File: config.mk
export PLATFORM = sky130hd
export DESIGN_NAME = calc_prog_store
export DESIGN_NICKNAME = d
export VERILOG_FILES = /design/src/rtl/calc_pkg.sv /design/src/rtl/calc_prog_ram.sv /design/src/rtl/calc_prog_store.sv
export SDC_FILE = /design/constraint.sdc
export NUM_CORES = 1
export LEC_CHECK = 0
export CORE_MARGIN = 2
export CORE_UTILIZATION = 45
export CTS_CLUSTER_SIZE = 28
export DETAILED_ROUTE_END_ITERATION = 16
export PLACE_DENSITY_LB_ADDON = 0.08
export SYNTH_ARGS = -nofsm -noshare
export SYNTH_HDL_FRONTEND = slang
export SYNTH_SLANG_ARGS = --single-unit
File: constraint.sdc
create_clock -name CLOCK_50 -period 2.9 [get_ports CLOCK_50]
set_clock_uncertainty 0.2 [all_clocks]
set_input_delay 0.29 -clock CLOCK_50 [delete_from_list [all_inputs] [get_ports CLOCK_50]]
set_output_delay 0.29 -clock CLOCK_50 [all_outputs]
set_load 0.01 [all_outputs]
File: src/rtl/calc_pkg.sv
`default_nettype none
// +----------------------------------------------------------------------------+
// | Module      : calc_pkg                                                     |
// | Description : Shared sizes, NOP word and program-store state encoding for  |
// |               the calculator core and its program store.                  |
// | Revision    : 1.0 - initial release                                        |
// +----------------------------------------------------------------------------+
package calc_pkg;

    localparam int CALC_IW    = 11;
    localparam int CALC_AW    = 4;
    localparam int CALC_DEPTH = 16;

    localparam logic [CALC_IW-1:0] CALC_NOP = 11'h000;

    typedef enum logic [1:0] {
        IDLE = 2'd0,
        LOAD = 2'd1,
        RUN  = 2'd2
    } prog_state_t;

endpackage : calc_pkg
`default_nettype wire

File: src/rtl/calc_prog_ram.sv
`default_nettype none
// +----------------------------------------------------------------------------+
// | Module      : calc_prog_ram                                                |
// | Description : DEPTH x IW program memory, synchronous write and synchronous |
// |               read, shaped to infer a block RAM. No reset on the array or  |
// |               the read register so the RAM primitive can absorb both.      |
// | Revision    : 1.0 - initial release                                        |
// +----------------------------------------------------------------------------+
module calc_prog_ram #(
    parameter int DEPTH = 16,
    parameter int AW    = 4,
    parameter int IW    = 11
) (
    input  logic          clk,
    input  logic          we,
    input  logic [AW-1:0] waddr,
    input  logic [IW-1:0] wdata,
    input  logic [AW-1:0] raddr,
    output logic [IW-1:0] rdata
);

    logic [IW-1:0] mem [DEPTH];
    logic [IW-1:0] rdata_q;

    // Write port and registered read port share one clock edge.
    always_ff @(posedge clk) begin
        if (we) begin
            mem[waddr] <= wdata;
        end
        rdata_q <= mem[raddr];
    end

    assign rdata = rdata_q;

endmodule : calc_prog_ram
`default_nettype wire

File: src/rtl/calc_prog_store.sv
`default_nettype none
// +----------------------------------------------------------------------------+
// | Module      : calc_prog_store                                              |
// | Description : Program store and instruction feeder. Loads up to DEPTH     |
// |               words over a valid/ready port, then serves pc -> inst_w with |
// |               one cycle of latency while in RUN. Addresses at or beyond    |
// |               prog_len, and any fetch outside RUN, return NOP_WORD.        |
// |               Optional macro CALC_PROG_CHECKSUM_EN adds prog_sum, the      |
// |               running XOR of accepted words.                               |
// | Revision    : 1.0 - initial release                                        |
// +----------------------------------------------------------------------------+
module calc_prog_store
    import calc_pkg::*;
#(
    parameter int            DEPTH    = CALC_DEPTH,
    parameter int            AW       = CALC_AW,
    parameter int            IW       = CALC_IW,
    parameter logic [IW-1:0] NOP_WORD = CALC_NOP
) (
    input  logic          CLOCK_50,
    input  logic          reset_n,
    input  logic          load_start,
    input  logic          load_valid,
    input  logic [IW-1:0] load_data,
    input  logic          load_last,
    output logic          load_ready,
    input  logic [AW-1:0] pc,
    output logic [IW-1:0] inst_w,
    output logic          run,
    output logic [AW:0]   prog_len,
`ifdef CALC_PROG_CHECKSUM_EN
    output logic [IW-1:0] prog_sum,
`endif
    output logic          load_err
);

    localparam logic [AW-1:0] LAST_PTR = AW'(DEPTH - 1);

    prog_state_t   state_q, state_d;
    logic [AW-1:0] wr_ptr_q, wr_ptr_d;
    logic [AW:0]   prog_len_q, prog_len_d;
    logic          load_err_q, load_err_d;
    logic          fetch_ok_q, fetch_ok_d;
    logic          accept;
    logic [IW-1:0] ram_rdata;

    // Next-state, write-pointer, length, error and fetch-mask logic.
    always_comb begin
        state_d    = state_q;
        wr_ptr_d   = wr_ptr_q;
        prog_len_d = prog_len_q;
        load_err_d = load_err_q;
        accept     = 1'b0;

        if (load_start) begin
            // Start wins over a same-cycle word; that word is silently discarded.
            state_d    = LOAD;
            wr_ptr_d   = '0;
            prog_len_d = '0;
        end else if (load_valid) begin
            if (state_q == LOAD) begin
                accept     = 1'b1;
                wr_ptr_d   = wr_ptr_q + 1'b1;
                prog_len_d = prog_len_q + 1'b1;
                if (load_last || (wr_ptr_q == LAST_PTR)) begin
                    state_d = RUN;
                end
            end else begin
                load_err_d = 1'b1;
            end
        end

        // Masking the start edge here makes inst_w go NOP on that same edge.
        fetch_ok_d = (state_q == RUN) && !load_start && ({1'b0, pc} < prog_len_q);
    end

    // State and control registers with synchronous active-low reset.
    always_ff @(posedge CLOCK_50) begin
        if (!reset_n) begin
            state_q    <= IDLE;
            wr_ptr_q   <= '0;
            prog_len_q <= '0;
            load_err_q <= 1'b0;
            fetch_ok_q <= 1'b0;
        end else begin
            state_q    <= state_d;
            wr_ptr_q   <= wr_ptr_d;
            prog_len_q <= prog_len_d;
            load_err_q <= load_err_d;
            fetch_ok_q <= fetch_ok_d;
        end
    end

    calc_prog_ram #(
        .DEPTH (DEPTH),
        .AW    (AW),
        .IW    (IW)
    ) u_ram (
        .clk   (CLOCK_50),
        .we    (accept),
        .waddr (wr_ptr_q),
        .wdata (load_data),
        .raddr (pc),
        .rdata (ram_rdata)
    );

`ifdef CALC_PROG_CHECKSUM_EN
    logic [IW-1:0] prog_sum_q, prog_sum_d;

    // Running XOR of accepted words, updated alongside the RAM write.
    always_comb begin
        prog_sum_d = prog_sum_q;
        if (load_start) begin
            prog_sum_d = '0;
        end else if (accept) begin
            prog_sum_d = prog_sum_q ^ load_data;
        end
    end

    // Checksum register.
    always_ff @(posedge CLOCK_50) begin
        if (!reset_n) begin
            prog_sum_q <= '0;
        end else begin
            prog_sum_q <= prog_sum_d;
        end
    end

    assign prog_sum = prog_sum_q;
`endif

    assign load_ready = (state_q == LOAD);
    assign run        = (state_q == RUN);
    assign prog_len   = prog_len_q;
    assign load_err   = load_err_q;
    assign inst_w     = fetch_ok_q ? ram_rdata : NOP_WORD;

endmodule : calc_prog_store
`default_nettype wire

==> impl_summary.md <==
Timing
The hold violation count in the final report came to 0. The max-slew violation count is 0. Setup repair after global routing left no endpoint under its margin. For the final routed database, the setup TNS stands at 0 ns.

Across all hold checks on the routed design, the worst slack comes to 0.2634 ns. The final critical path takes up 80.13% of the cycle. The routed design could run at a clock period as short as 2.324 ns. The measured slew at the worst slew-check pin is 0.9352 ns.

Setup violations remaining at the end of the flow were counted as 0. The upper clock frequency limit is 430.4 MHz. The normalized max-slew margin is 37.53%.

Finish
The number of filler cells placed in the layout is 1319. For this run, the post-layout net count is 483. Cells with a size suffix above 1 make up 18.80% of the layout. The utilization after layout is 54.73%. The post-route cell area is 9141 sq um. The library cells used most frequently in the layout, excluding fill and tap cells, are 176 x sky130_fd_sc_hd__edfxtp_1, 36 x sky130_fd_sc_hd__clkdlybuf4s50_1, 24 x sky130_fd_sc_hd__nor2_1, 24 x sky130_fd_sc_hd__dfxtp_1, 23 x sky130_fd_sc_hd__mux4_2. The synthesis-to-finish area growth is 17.88%. Leaving out fill and tap cells, the most frequent cell in the layout is sky130_fd_sc_hd__edfxtp_1. The number of antenna diodes in the final layout is 0.

Global route
The maximum number of pins on one net before global-route repair is 24. The wire length of the first global-routing pass is 24090 um. The total congestion overflow is 0. Across every metal layer, demand over resource in global routing totals 18.75%. The initial antenna violation count is 0. The number of global-route vias before repair is 3970.

Clocking
The number of buffers added for setup after CTS is 0. Clock-pin slew was measured on the worst setup and hold paths at 0.07 ns. In this run, CTS created clock tree buffers numbering 17. CTS placed an instance of sky130_fd_sc_hd__clkbuf_16 at the clock tree root. At the later pin of the worst-skew pair, clock insertion delay measures 0.43 ns. The number of clock sinks is 200. The number of buffers between clock root and the deepest sink is 2. The TritonCTS clock tree is done.

Buffers inserted to repair hold after CTS numbered 0. Post-CTS repair changed the size of 0 cells. The deepest level of the CTS H-tree is 4.

Die
The vertical die dimension is 135.3 um. The region available for standard cell placement spans 16700 sq um. For this configuration, the core starts out at a cell density of 46.43%. Pin placement for this block handled 39 I/O pins. Row generation in the floorplan step produced 47 rows. The die footprint is 18300 sq um.

The width of the die is 135.3 um.

Route
The detailed-route DRC error count is 0. Summed over all layers, the routed wires come to 15960 um. The detailed-routing iteration count for the pre-antenna-repair pass is 4.

Dividing the detail-routed wire length by the instance count gives 23.19 um. The violation count after the first detailed-routing iteration is 229. The vias per cell is 5.465. The detail route stage leaves a number of antenna-violating nets equal to 0. For this block, the via count after detailed routing is 3760.

Job
The number of violations of the max-capacitance limit is 0.

Status
The run finished with clean final reports.

Worst setup path
The reg-to-reg endpoint is u_ram.mem[8][3]$_DFFE_PP_. The required time of the critical path is 2.41 ns. The data arrival time of the critical path is 1.83 ns.

Counting cells, the worst reg-to-reg path comes to 4. The worst setup path is launched from a flop. The largest driver fanout on the critical path is 11.

Setup slack on the worst reg-to-reg path comes out at 1.00 ns. The critical path class is reg -> out. The startpoint of the worst register-to-register path is state_q[0]$_SDFFE_PN0P_. The kind of end point of the critical path is an output pin.

Place
The cell area reported after detailed placement is 8507 sq um. The HPWL after detailed placement is 10470 um. The final weighted congestion in routability-driven placement is 0.7776. Buffers placed on the I/O ports in this run total 38.

Synth
The post-synthesis register bit count is 200. For this run, the number of Yosys warnings is 0. The part of the Yosys area used for sequential elements is 74.35%. The share of synthesized flip-flops with an asynchronous set or reset is 0%. The synthesized area per cell is 19.78 sq um. The cell area that synthesis handed to floorplanning was 7755 sq um. The prevailing post-synth register cell is sky130_fd_sc_hd__edfxtp_1. The number of nets handed over by synthesis was 420. The synthesized instance count is 392.

Yosys mapped a number of flops with a built-in enable equal to 176. In this run, distinct cell masters in the synthesized netlist total 32.

Power and ir drop
VDD sags by at most 0.4458 mV. The power density relative to cell area is 645.7 nW/um^2. The analysis attributes to cell leakage a power of 3.056 nW. Overall power consumption after layout is estimated at 5.903 mW.

Hold path
The origin of the worst min-delay path is reset_n. Counting instances, the worst hold path has a depth of 2. The destination of the worst hold path is load_err$_SDFFE_PN0P_. The worst hold path belongs to the class in -> reg.
-- layer usage --
metal  up-vias  routed length [um]  track usage (%)
li1       1707                   -                -
met1      1949                7039            24.64
met2        87                8126            31.95
met3        17                 581            3.330
met4         0                 210            6.250
met5         -                   0                0
-- critical path: stages, from the launching register on --
cell and delay [ns]:
sky130_fd_sc_hd__dfxtp_1 0.58, sky130_fd_sc_hd__and2_1 0.25, sky130_fd_sc_hd__clkdlybuf4s50_1 0.57
-- logic make-up after synthesis --
family	count (synthesis)	synth area share (%)
buffers and inverters	26	2.194
xor gates and xnor gates	7	0.7906
adders and majority gates	8	1.291
muxes	44	13.79
DFF	200	74.35
and+or+nand+nor	75	4.727
AOI/OAI and AO/OA	32	2.856
-- through the flow --
stage | instances | setup slack [ns]
after floorplan | 392 | 0.6333
after global placement | 656 | 0.5603
after detailed placement | 656 | 0.5399
after CTS | 688 | 0.5948
after global routing | 688 | 0.4955
final | 688 | 0.5764
-- worst max path at each step --
stage / startpoint / end / slack (ns) / cells after the start
2_1_floorplan: state_q[0]$_SDFFE_PN0P_ / u_ram.mem[15][0]$_DFFE_PP_ / 0.63 / 4
5_1_grt: fetch_ok_q$_SDFF_PN0_ / inst_w[10] / 0.50 / 2
3_3_place_gp: load_start / u_ram.mem[8][3]$_DFFE_PP_ / 0.56 / 5
6_report: fetch_ok_q$_SDFF_PN0_ / inst_w[2] / 0.58 / 2
4_1_cts: fetch_ok_q$_SDFF_PN0_ / inst_w[10] / 0.59 / 2
3_5_place_dp: load_start / u_ram.mem[8][4]$_DFFE_PP_ / 0.54 / 5
-- sequential cells by signal, summed over array words and instances, names as in the netlist --
signal and cells:
fetch_ok_q 1, u_ram.mem 176, u_ram.rdata 11, prog_len 5, wr_ptr_q 4, state_q 2
load_err 1
-- where the power goes --
part / switching, mW / internal (mW) / leakage (nW)
combinational: 0.131 / 0.109 / 0.965
clock: 1.03 / 1.48 / 0.311
sequential: 0.00992 / 3.15 / 1.78
-- synthesized netlist by cell type (4+ instances only) --
cell type	count	area share [%]
sky130_fd_sc_hd__mux4_1	21	7.1
sky130_fd_sc_hd__clkbuf_1	5	0.24
sky130_fd_sc_hd__nand2_1	19	0.92
sky130_fd_sc_hd__nor3_1	5	0.32
sky130_fd_sc_hd__inv_1	7	0.34
sky130_fd_sc_hd__nand2b_1	4	0.32
sky130_fd_sc_hd__nor2_1	24	1.2
sky130_fd_sc_hd__a22oi_1	22	2.1
sky130_fd_sc_hd__a21oi_1	6	0.39
sky130_fd_sc_hd__edfxtp_1	176	68
sky130_fd_sc_hd__and2_1	12	0.97
sky130_fd_sc_hd__ha_1	8	1.3
sky130_fd_sc_hd__dfxtp_1	24	6.2
sky130_fd_sc_hd__xnor2_1	5	0.56
sky130_fd_sc_hd__buf_2	6	0.39
sky130_fd_sc_hd__mux4_2	23	6.7
-- cell type report --
| class | instances | area, sq um | share of cell area (%) |
|---|---|---|---|
| flip-flops and latches | 200 | 5766 | 63.07 |
| multi-input cells | 166 | 1844 | 20.18 |
| repair buffers | 63 | 595.6 | 6.515 |
| clock buffers | 18 | 439.2 | 4.804 |
| well taps | 220 | 275.3 | 3.011 |
| clock inverters | 14 | 195.2 | 2.135 |
| inverters | 7 | 26.28 | 0.2874 |
Power figures use the tool's default switching activity.
==> variant 1 (config.mk and constraints unchanged) <==
Encoding of `prog_state_t`: now one-hot (3 bits for 3 states).
--- a/src/rtl/calc_pkg.sv
+++ b/src/rtl/calc_pkg.sv
@@ -13,10 +13,10 @@
 
     localparam logic [CALC_IW-1:0] CALC_NOP = 11'h000;
 
-    typedef enum logic [1:0] {
-        IDLE = 2'd0,
-        LOAD = 2'd1,
-        RUN  = 2'd2
+    typedef enum logic [2:0] {
+        IDLE = 3'b001,
+        LOAD = 3'b010,
+        RUN  = 3'b100
     } prog_state_t;
 
 endpackage : calc_pkg
Formal check against the unedited RTL: no difference found for any inputs over 10 cycles, from zero or initial values and one cycle with reset_n low; not proved beyond that.
==> variant 1 against the unedited design <==
Hold slack got worse by 0.066 ns. Design area rose by 0.31%. Synthesized cell count is 1.5% higher. Sequential cell count grew 1. Core utilization increased by 0.17 points. Worst setup slack better by 0.013 ns. Count of clock-buffer cells in the layout increased by 9. Critical path depth is the same. Die area is 0.25% lower. Routed wire length down 4.4%. Combinational power fell by 2%. Power up 1.9%. Synthesized area fell by 0.26%. Largest cell class unchanged. Largest power group unchanged.
==> variant 1: results (changes against the unedited design) <==
multiplexer area fraction after synthesis=13.4% (was 13.8%); maximum root-to-sink buffer count=3 (was 2); CTS buffer count=21 (was 17); post-synthesis adder-cell area fraction=1.29% (about the same); Mapped Nets=426 (was 420); Pleak=3.03 nW (was 3.06 nW); clock latency on the worst-skew pair=0.49 ns (was 0.43 ns); Detailed Routing Iterations Pass 1=6 (was 4); final non-filler cell total=698 (was 688); DR vias=3730 (was 3760); vias in the first global route=3922 (was 3970); placed inst area=8500 um2 (was 8510 um2); sequential area share after synthesis=74.8% (was 74.3%); status=completed (unchanged); Gate Count Post-Synth=398 (was 392); Layout fillers=1332 (was 1319); Synth cell types=29 (was 32); pre-CTS WS=0.650 ns (was 0.540 ns); largest net degree at the start of global routing=22 (was 24); first-pass GRT wire length=23.2 mm (was 24.1 mm); Slew headroom=47.5% (was 37.5%); Compound-Gate Fraction of Synth Area=2.93% (was 2.86%); most frequent cells after synthesis=edfxtp_1, mux4_2, dfxtp_1 (was edfxtp_1, dfxtp_1, nor2_1); Initial DRC Count=210 (was 229); Placer Congestion=0.736 (was 0.778); VDD IR max=413 uV (was 446 uV); Synth area leaders=edfxtp_1, mux4_2, dfxtp_1 (was edfxtp_1, mux4_1, mux4_2); xor and xnor area share after synthesis=0.793% (was 0.791%); Total Routing Usage GR=17.3% (was 18.8%); CTS H-Tree Depth=1 (was 4); DP Wirelength=9.99 mm (was 10.5 mm); Final #Nets=491 (was 483)
[variant 1: changes by cell type in the layout (fill, tap and decap cells not counted), sizes merged, moves of 2 or more]
cell    delta
clkbuf     +9
nand2      +5
buf        -2
bufinv     -2
nor2       -2
[variant 1: critical path: stages (launching register included)]
cell and delay [ns]:
dfxtp_1 0.54, and2_1 0.23, clkdlybuf4s50_1 0.55
[variant 1: path summary, 6_finish.rpt]
path / startpoint / endpoint / slack [ns] / cells after the start
min reg2reg: state_q[0] / state_q[0] / 0.28 / 2
min: reset_n / state_q[0] / 0.20 / 2
max: fetch_ok_q / inst_w[3] / 0.59 / 2
max reg2reg: state_q[2] / u_ram.mem[12][8] / 1.02 / 5
[variant 1: cell type report]
cell class              count  area (um2)  share of cell area, %
flip-flops and latches    201        5790                   63.1
multi-input cells         171        1830                   20.0
repair buffers             61         581                   6.33
clock buffers              27         558                   6.09
well taps                 220         275                   3.00
clock inverters            11         114                   1.24
inverters                   7        26.3                  0.287
[variant 1: layer usage]
metal  part of all wire, %  track usage [%]
met4                  0.98             3.65
met2                    51             30.2
met3                   4.7             2.70
met1                    43             23.4
met5                     0                0
[variant 1: logic make-up after synthesis]
kind of cell	after synthesis
flip-flops	201
AND/OR/NAND/NOR	79
multiplexers	44
AO/OA/AOI/OAI	33
buffers and inverters	26
adder cells (fa/ha/maj)	8
XOR/XNOR	7
[variant 1: where the power goes]
part / switching [mW] / internal (mW)
Combinational: 0.127 / 0.108
Sequential: 0.00913 / 3.16
Clock: 1.06 / 1.55
==> variant 2 (config.mk and constraints unchanged) <==
Without the edit above. The option `CALC_PROG_CHECKSUM_EN` is turned on by a define.
--- a/src/rtl/calc_prog_store.sv
+++ b/src/rtl/calc_prog_store.sv
@@ -9,6 +9,8 @@
 // |               running XOR of accepted words.                               |
 // | Revision    : 1.0 - initial release                                        |
 // +----------------------------------------------------------------------------+
+`define CALC_PROG_CHECKSUM_EN
+
 module calc_prog_store
     import calc_pkg::*;
 #(
Check against the original RTL (old outputs only; new: prog_sum): equivalent (equiv_simple and equiv_induct, registers matched by name and starting in step).
==> variant 2 against the unedited design <==
Synthesized area is 5.3% higher. Worst setup slack worse by 0.094 ns. Power is 9.3% higher. Design area is 7.9% higher. Non-clock buffer count is 25 higher. Global-route usage is 0.42 points higher. Routed wire length is 14% higher. Largest cell class unchanged. Hold slack worse by 0.088 ns. Clock power is 15% higher. Sequential cell count is 11 higher. Cell count is 13% higher.
==> variant 2: results (changes against the unedited design) <==
status=completed (unchanged); Compound-Gate Fraction of Synth Area=2.71% (was 2.86%); CTS buffer count=23 (was 17); Total Routing Usage GR=19.2% (was 18.8%); placed inst area=9120 um2 (was 8510 um2); most frequent cells after synthesis=edfxtp_1, dfxtp_1, nor2_1 (unchanged); pre-CTS WS=0.503 ns (was 0.540 ns); DP Wirelength=11.4 mm (was 10.5 mm); post-synthesis adder-cell area fraction=1.23% (was 1.29%); max-slew violations=0 (unchanged); Post-CTS Repair Setup Buffers=0 (unchanged); Synth warnings=0 (unchanged); IO Port Bufs=49 (was 38); Pleak=3.36 nW (was 3.06 nW); CTS Root Buffer Type=clkbuf_16 (unchanged); Mapped Nets=466 (was 420); Placer Congestion=0.803 (was 0.778); Detailed Route WL=18.3 mm (was 16.0 mm); Detailed Routing Iterations Pass 1=5 (was 4); share of cells above drive strength 1=18.5% (was 18.8%); multiplexer area fraction after synthesis=13.1% (was 13.8%); vias in the first global route=4454 (was 3970); crit path max fanout=11 (unchanged); CP peak stage delay=0.65 ns (was 0.58 ns); maximum root-to-sink buffer count=3 (was 2); worst hold stages=2 (unchanged); Sw Ratio=19.8% (about the same); Initial DRC Count=326 (was 229); Synth cell types=33 (was 32); first-pass GRT wire length=27.3 mm (was 24.1 mm); ANT cells=0 (unchanged); Worst path top cell family by delay=flip-flops (unchanged); Worst EP arrival=1.93 ns (was 1.83 ns); Final #Nets=558 (was 483); CTS H-Tree Depth=1 (was 4); hold crit path type=input port to flip-flop (unchanged); final hold violation count=0 (unchanged); Post-synth EDFFs=176 (unchanged); xor and xnor area share after synthesis=1.93% (was 0.791%); Synth area leaders=edfxtp_1, dfxtp_1, mux4_1 (was edfxtp_1, mux4_1, mux4_2); DR vias=4241 (was 3760); cell depth of the worst setup path=2 (unchanged); sequential area share after synthesis=73.3% (was 74.3%); VDD IR max=455 uV (was 446 uV); Slew headroom=54.2% (was 37.5%); worst r2r path cells=4 (unchanged); largest net degree at the start of global routing=20 (was 24); clock latency on the worst-skew pair=0.51 ns (was 0.43 ns)
==> variant 2: cell families (layout without fill, tap and decap cells) <==
logic type,Yosys count,count (layout)
AOI/OAI and AO/OA,32,32
muxes,44,44
xor gates and xnor gates,18,18
adders and majority gates,8,8
and+or+nand+nor,97,97
buffers and inverters,28,137
DFF,211,211
==> variant 2: per-layer routing <==
metal	GRT usage (%)	share of wire, %	up-vias
met5	0	0	-
met4	5.32	2.5	0
met3	3.14	5.1	30
met2	32.0	49	127
met1	26.5	43	2179
li1	-	-	1905
==> variant 2: metrics by stage <==
| stage | hold WS, ns | instances |
|---|---|---|
| floorplan | 0.189 | 438 |
| global placement | 0.252 | 734 |
| detailed placement | 0.260 | 734 |
| global route | 0.182 | 776 |
| finish | 0.175 | 776 |
| CTS | 0.165 | 776 |
==> variant 2: final timing paths <==
kind	start	slack, ns	endpoint
setup / recovery	fetch_ok_q	0.48	inst_w[10]
hold / removal	reset_n	0.18	load_err
setup reg to reg	state_q[0]	1.05	u_ram.mem[12][7]
hold reg to reg	load_err	0.28	load_err
==> variant 2: cell type report <==
class                   instances  area, um2
clock buffers                  30        612
inverters                       7       26.3
flip-flops and latches        211       5990
well taps                     229        287
fillers                      1436       8040
repair buffers                 88        798
multi-input cells             199       2020
clock inverters                12        133
==> variant 2: power by group through the flow <==
stage | combinational (mW) | sequential (mW) | clock, mW
after floorplan | 0.148 | 3.38 | 0
after global placement | 0.265 | 3.38 | 0
after detailed placement | 0.271 | 3.38 | 0
after CTS | 0.272 | 3.32 | 2.93
after global routing | 0.291 | 3.32 | 3.04
final | 0.266 | 3.32 | 2.87
